[config.mk]
export PLATFORM = sky130hd
export DESIGN_NAME = morse_tx_core
export DESIGN_NICKNAME = d
export VERILOG_FILES = /design/src/rtl/morse_pkg.sv /design/src/rtl/morse_tx_rate_divider.sv /design/src/rtl/morse_tx_core.sv
export SDC_FILE = /design/constraint.sdc
export NUM_CORES = 1
export LEC_CHECK = 0
export ABC_AREA = 0
export CAP_MARGIN = 20
export CORE_ASPECT_RATIO = 0.9
export CORE_MARGIN = 3
export CORE_UTILIZATION = 33
export DETAILED_ROUTE_END_ITERATION = 7
export GPL_ROUTABILITY_DRIVEN = 0
export PLACE_DENSITY = 0.59
export SETUP_SLACK_MARGIN = 0.15
export SYNTH_ARGS = -nofsm -noshare
export SYNTH_HDL_FRONTEND = slang
export SYNTH_SLANG_ARGS = --single-unit
[constraint.sdc]
create_clock -name CLOCK_50 -period 3.05 [get_ports CLOCK_50]
set_clock_uncertainty 0.1 [all_clocks]
set_input_delay 0.61 -clock CLOCK_50 [delete_from_list [all_inputs] [get_ports CLOCK_50]]
set_output_delay 0.61 -clock CLOCK_50 [all_outputs]
set_load 0.02 [all_outputs]
[src/rtl/morse_pkg.sv]
// Shared types and the default Morse table (letters I-P) for morse_tx_core.
// Patterns are stored bit 0 first: dot = 1, dash = 111, intra-symbol gap = 0.
package morse_pkg;

  typedef enum logic [1:0] {
    StIdle = 2'd0,
    StSend = 2'd1,
    StGap  = 2'd2
  } state_e;

  localparam int unsigned TblW    = 16;
  localparam int unsigned TblLenW = 5;

  function automatic logic [TblW-1:0] tbl_pattern(input int unsigned idx);
    case (idx)
      0:       return 16'h0005;  // I ..
      1:       return 16'h1DDD;  // J .---
      2:       return 16'h01D7;  // K -.-
      3:       return 16'h015D;  // L .-..
      4:       return 16'h0077;  // M --
      5:       return 16'h0017;  // N -.
      6:       return 16'h0777;  // O ---
      7:       return 16'h05DD;  // P .--.
      default: return 16'h0000;
    endcase
  endfunction

  function automatic logic [TblLenW-1:0] tbl_len(input int unsigned idx);
    case (idx)
      0:       return 5'd3;
      1:       return 5'd13;
      2:       return 5'd9;
      3:       return 5'd9;
      4:       return 5'd7;
      5:       return 5'd5;
      6:       return 5'd11;
      7:       return 5'd11;
      default: return 5'd0;
    endcase
  endfunction

endpackage

[src/rtl/morse_tx_rate_divider.sv]
// Unit-tick generator: counts DIV-1 down to 0 while enabled, tick marks the zero cycle.
module rate_divider #(
  parameter int unsigned DIV = 4
) (
  input  logic clk,
  input  logic resetn,
  input  logic load,
  input  logic en,
  output logic tick
);

  localparam int unsigned CntW = (DIV > 1) ? $clog2(DIV) : 1;

  logic [CntW-1:0] cnt_q, cnt_d;

  always_comb begin
    cnt_d = cnt_q;
    if (load) begin
      cnt_d = CntW'(DIV - 1);
    end else if (en) begin
      cnt_d = (cnt_q == '0) ? CntW'(DIV - 1) : cnt_q - CntW'(1);
    end
  end

  always_ff @(posedge clk) begin
    if (!resetn) cnt_q <= '0;
    else         cnt_q <= cnt_d;
  end

  assign tick = (cnt_q == '0);

endmodule

[src/rtl/morse_tx_core.sv]
// Morse transmitter: plays a table pattern bit 0 first at one bit per unit, then a gap,
// optionally repeating. All outputs are registered from the next-state values.
module morse_tx_core
  import morse_pkg::*;
#(
  parameter int unsigned TICK_DIV  = 25000000,
  parameter int unsigned MAX_LEN   = 16,
  parameter int unsigned NUM_SYM   = 8,
  parameter int unsigned GAP_UNITS = 3,
  parameter int unsigned SEL_W     = $clog2(NUM_SYM),
  parameter int unsigned LEN_W     = $clog2(MAX_LEN + 1)
) (
  input  logic             CLOCK_50,
  input  logic             resetn,
  input  logic [SEL_W-1:0] sel,
  input  logic             start,
  input  logic             repeat_en,
  input  logic             abort,
  output logic             busy,
  output logic             done,
  output logic             led_out
);

  localparam int unsigned GapW = (GAP_UNITS > 1) ? $clog2(GAP_UNITS) : 1;

  state_e               state_q, state_d;
  logic [MAX_LEN-1:0]   pat_q, pat_d, sh_q, sh_d;
  logic [LEN_W-1:0]     len_q, len_d, bit_cnt_q, bit_cnt_d;
  logic [GapW-1:0]      gap_cnt_q, gap_cnt_d;
  logic                 led_q, led_d, busy_q, busy_d, done_q, done_d;
  logic                 accept, unit_tick;
  logic [MAX_LEN-1:0]   sel_pat;
  logic [LEN_W-1:0]     sel_len;

  // Out-of-range selects resolve to an empty (gap-only) entry.
  always_comb begin
    sel_pat = '0;
    sel_len = '0;
    if (32'(sel) < NUM_SYM) begin
      sel_pat = MAX_LEN'(tbl_pattern(32'(sel)));
      sel_len = LEN_W'(tbl_len(32'(sel)));
    end
  end

  assign accept = (state_q == StIdle) && start && !abort;

  rate_divider #(
    .DIV(TICK_DIV)
  ) u_div (
    .clk   (CLOCK_50),
    .resetn(resetn),
    .load  (accept),
    .en    (state_q != StIdle),
    .tick  (unit_tick)
  );

  always_ff @(posedge CLOCK_50) begin
    if (!resetn) begin
      state_q   <= StIdle;
      pat_q     <= '0;
      sh_q      <= '0;
      len_q     <= '0;
      bit_cnt_q <= '0;
      gap_cnt_q <= '0;
      led_q     <= 1'b0;
      busy_q    <= 1'b0;
      done_q    <= 1'b0;
    end else begin
      state_q   <= state_d;
      pat_q     <= pat_d;
      sh_q      <= sh_d;
      len_q     <= len_d;
      bit_cnt_q <= bit_cnt_d;
      gap_cnt_q <= gap_cnt_d;
      led_q     <= led_d;
      busy_q    <= busy_d;
      done_q    <= done_d;
    end
  end

  always_comb begin
    state_d   = state_q;
    pat_d     = pat_q;
    sh_d      = sh_q;
    len_d     = len_q;
    bit_cnt_d = bit_cnt_q;
    gap_cnt_d = gap_cnt_q;
    done_d    = 1'b0;
    unique case (state_q)
      StIdle: begin
        if (accept) begin
          pat_d     = sel_pat;
          sh_d      = sel_pat;
          len_d     = sel_len;
          bit_cnt_d = '0;
          gap_cnt_d = GapW'(GAP_UNITS - 1);
          state_d   = (sel_len == '0) ? StGap : StSend;
        end
      end
      StSend: begin
        if (unit_tick) begin
          if (bit_cnt_q == len_q - LEN_W'(1)) begin
            state_d   = StGap;
            gap_cnt_d = GapW'(GAP_UNITS - 1);
          end else begin
            bit_cnt_d = bit_cnt_q + LEN_W'(1);
            sh_d      = sh_q >> 1;
          end
        end
      end
      StGap: begin
        if (unit_tick) begin
          if (gap_cnt_q != '0) begin
            gap_cnt_d = gap_cnt_q - GapW'(1);
          end else if (repeat_en) begin
            bit_cnt_d = '0;
            sh_d      = pat_q;
            gap_cnt_d = GapW'(GAP_UNITS - 1);
            state_d   = (len_q == '0) ? StGap : StSend;
          end else begin
            state_d = StIdle;
            done_d  = 1'b1;
          end
        end
      end
      default: state_d = StIdle;
    endcase
    if (abort) begin
      state_d = StIdle;
      done_d  = 1'b0;
    end
  end

  always_comb begin
    busy_d = (state_d != StIdle);
    led_d  = (state_d == StSend) && sh_d[0];
  end

  assign busy    = busy_q;
  assign done    = done_q;
  assign led_out = led_q;

endmodule

==> impl_summary.md <==
Synthesis
The most common flop cell mapped by yosys is sky130_fd_sc_hd__dfxtp_1. When the netlist entered floorplanning its net count stood at 404. The netlist uses 62 different library cells. The proportion of synthesized chip area in sequential cells is 0.388. The mapped netlist covers 3360 um2. The number of enable-type register cells in the synthesized netlist is 0. The fraction of registers with async set or reset after synthesis is 0. For this run, the number of Yosys warnings is 0. After synthesis the netlist holds a flip-flop and latch count of 65. The number of instances in the synthesized netlist is 383. The mean instance size in the synthesized netlist is 8.76 um2.

Route
After detailed routing, the average wire length per cell comes to 14.5 um. The initial detailed-routing violation count is 221. Dividing the detail-routed via count by the number of cells gives 5.35. The wire length reported by the detailed router is 7620 um. The number of optimization iterations in the first detailed-route pass is 4.

The via count is 2807. Once detail routing completed, the nets flagged for antenna violations numbered 0. After detailed routing, the number of remaining DRC violations is 0.

Flow run
The count of max-cap constraint violations is 0.

Finish
The library cells used most frequently in the layout, excluding fill and tap cells, are sky130_fd_sc_hd__dfxtp_1, sky130_fd_sc_hd__a21oi_1, sky130_fd_sc_hd__nor2_1. The post-route core utilization is 0.396. The total inserted antenna cells is 0.

The flip-flop and latch area is 1300 um2. The area of the multi-input gates is 1910 um2. The ratio of cells with drive above 1 in the final layout is 0.110. The most frequent standard cell in the layout excluding fill and tap cells is sky130_fd_sc_hd__dfxtp_1. The number of fill cells in the layout is 964.

The final-stage net count is 417. From synthesis to final layout, the design area changed by 15.5%. The finished cells cover 3880 um2.

Power and ir drop
Of the total power, combinational logic draws 0.196. The portion of total power attributed to sequential cells is 0.401. Of the total power, the share spent switching nets is 0.288.

The share of total power dissipated in the clock network is 0.404. The leakage dissipation is 0.00147 uW. The internal portion of the total power is 1750 uW. VDD sags by at most 0.000257 V. For this design the total switching power over the nets is 707 uW. Power spread over the standard cell area amounts to 632 nW/um2.

STA
The highest attainable clock frequency is 0.386 GHz. Setup repair after global routing left no endpoint under its margin. The setup slack of the critical path after layout is 457 ps.

The worst pin sits at a relative slew slack of 0.441. Setup violations remaining at the end of the flow were counted as 0. For the pin with the worst max-slew slack, the measured transition is 832 ps. The final critical delay including setup and external delays is 2590 ps. The total count of max-transition violations in the final report is 0. After routing, the total negative slack on setup checks comes to 0 ps. The share of the clock period used by the worst path is 0.850. The final number of hold-violating endpoints is 0.

Critical path
Across all register-to-register paths, the minimum setup slack is 460 ps. The required time of the worst setup path is 3180 ps. For the worst setup path, the data arrival time is 2730 ps. The critical path in this run is classified as flop to flop. STA classifies the critical path endpoint as a flop. The top fanout value on the critical path is 15. The worst setup path is launched from a flop.

Global route
The number of antenna violations at the first check in global routing is 0. The via count of the first global-routing pass came to 2622. The pin count of the biggest net entering global routing is 25. The first-pass GRT wire length is 12800 um. The final global-route overflow total is 0.

The global router's overall resource usage is 0.138.

CTS
The count of hold-fix buffers inserted at cts is 0. Buffers added to address setup during post-CTS repair amount to 0. The TritonCTS buffer count is 9. The TritonCTS sink count is 65. The worst-case clock buffer depth is 2. At the later pin of the worst-skew pair, clock insertion delay measures 330 ps. Gates resized during post-CTS repair numbered 0. The clock tree from TritonCTS is built. After clock tree synthesis, the clock-pin slew on the worst setup and hold paths is 50 ps. The H-tree generated during clock tree synthesis spans 3 levels. The cell sitting at the root of the clock tree is a sky130_fd_sc_hd__clkbuf_16.

Floorplan
The floorplan has 34 rows. The floorplan step defined a die boundary enclosing 11400 um2. The starting density of the core is 0.343. The die outline width is 112 um.

The height of the die is 102 um. In this run the standard cell core region covers 9780 um2. The boundary pin count is 11.

Min path
The worst hold path belongs to the class flop to flop.

Placement
During placement, the flow inserted port buffers numbering 10. The post-place setup slack is 356 ps. The placement-stage cell area is 3590 um2. Once detailed placement completed, the half-perimeter wirelength came to 5310 um.

Status
The flow ran to the end, and the final reports show no timing, DRC or antenna violations.
==> cells in the mapped netlist (all sizes together) (9+ instances only) <==
master / count / area share
dfxtp: 65 / 0.39
a21oi: 44 / 0.066
nor2: 43 / 0.053
nand2: 25 / 0.028
nor3: 19 / 0.033
inv: 14 / 0.016
xnor2: 14 / 0.037
ha: 13 / 0.048
clkbuf: 12 / 0.013
nand3: 11 / 0.020
o2bb2ai: 11 / 0.029
nor4: 10 / 0.029
o21ai: 10 / 0.016
xor2: 9 / 0.023
==> cell type report <==
type,count,share of cell area
flip-flops and latches,65,0.336
repair buffers,19,0.0432
clock buffers,10,0.0616
clock inverters,4,0.0116
well taps,126,0.0407
multi-input cells,286,0.493
inverters,15,0.0145
==> per-stage QoR <==
stage	cells	hold WS (ps)	total power (uW)
after floorplan	383	310	1350
after CTS	525	333	2480
after detailed placement	511	320	1470
final	525	335	2450
after global routing	525	348	2570
after global placement	511	320	1460
==> worst max-delay path, stage by stage (launching register included) <==
cell	delay (ps)
sky130_fd_sc_hd__dfxtp_1	380
sky130_fd_sc_hd__inv_1	120
sky130_fd_sc_hd__ha_1	260
sky130_fd_sc_hd__xnor2_1	180
sky130_fd_sc_hd__a221oi_2	80
sky130_fd_sc_hd__o2111ai_2	340
sky130_fd_sc_hd__and3_1	580
sky130_fd_sc_hd__a41oi_1	200
sky130_fd_sc_hd__a311oi_1	260
==> flip-flops by register name, indices dropped and copies added, names as in the netlist <==
name         count
led_out          1
state_q          2
len_q            2
sh_q            15
busy             1
done             1
bit_cnt_q        5
u_div.cnt_q     25
pat_q           11
gap_cnt_q        2
==> worst paths after layout <==
kind / from / to / cells after the start
hold / removal: sh_q[14]$_SDFFE_PN0P_ / sh_q[14]$_SDFFE_PN0P_ / 2
hold reg to reg: sh_q[14]$_SDFFE_PN0P_ / sh_q[14]$_SDFFE_PN0P_ / 2
setup reg to reg: pat_q[2]$_SDFFE_PN0P_ / bit_cnt_q[3]$_SDFFE_PN0P_ / 8
setup / recovery: pat_q[2]$_SDFFE_PN0P_ / bit_cnt_q[3]$_SDFFE_PN0P_ / 8
==> routing by layer <==
layer	track usage	vias to the layer above	part of all wire
li1	-	1401	-
met1	0.181	1349	0.49
met2	0.223	53	0.46
met3	0.0370	4	0.045
met4	0.0471	0	0.010
met5	0	-	0
==> power groups by stage <==
| stage | Combinational (uW) | Clock, uW | Sequential, uW |
|---|---|---|---|
| after floorplan | 370 | 0 | 984 |
| after global placement | 468 | 0 | 997 |
| after detailed placement | 475 | 0 | 998 |
| after CTS | 481 | 1020 | 982 |
| after global routing | 534 | 1040 | 993 |
| final | 480 | 990 | 982 |
==> logic make-up (layout without fill, tap and decap cells) <==
kind of cell,Yosys count,after routing,synth area share
AOI/OAI and AO/OA,104,104,0.211
xor gates and xnor gates,23,23,0.0600
adders and majority gates,13,13,0.0485
buffers and inverters,32,48,0.0429
DFF,65,65,0.388
muxes,5,5,0.0153
and+or+nand+nor,141,141,0.235
No activity file was read; power rests on OpenSTA's default activity.
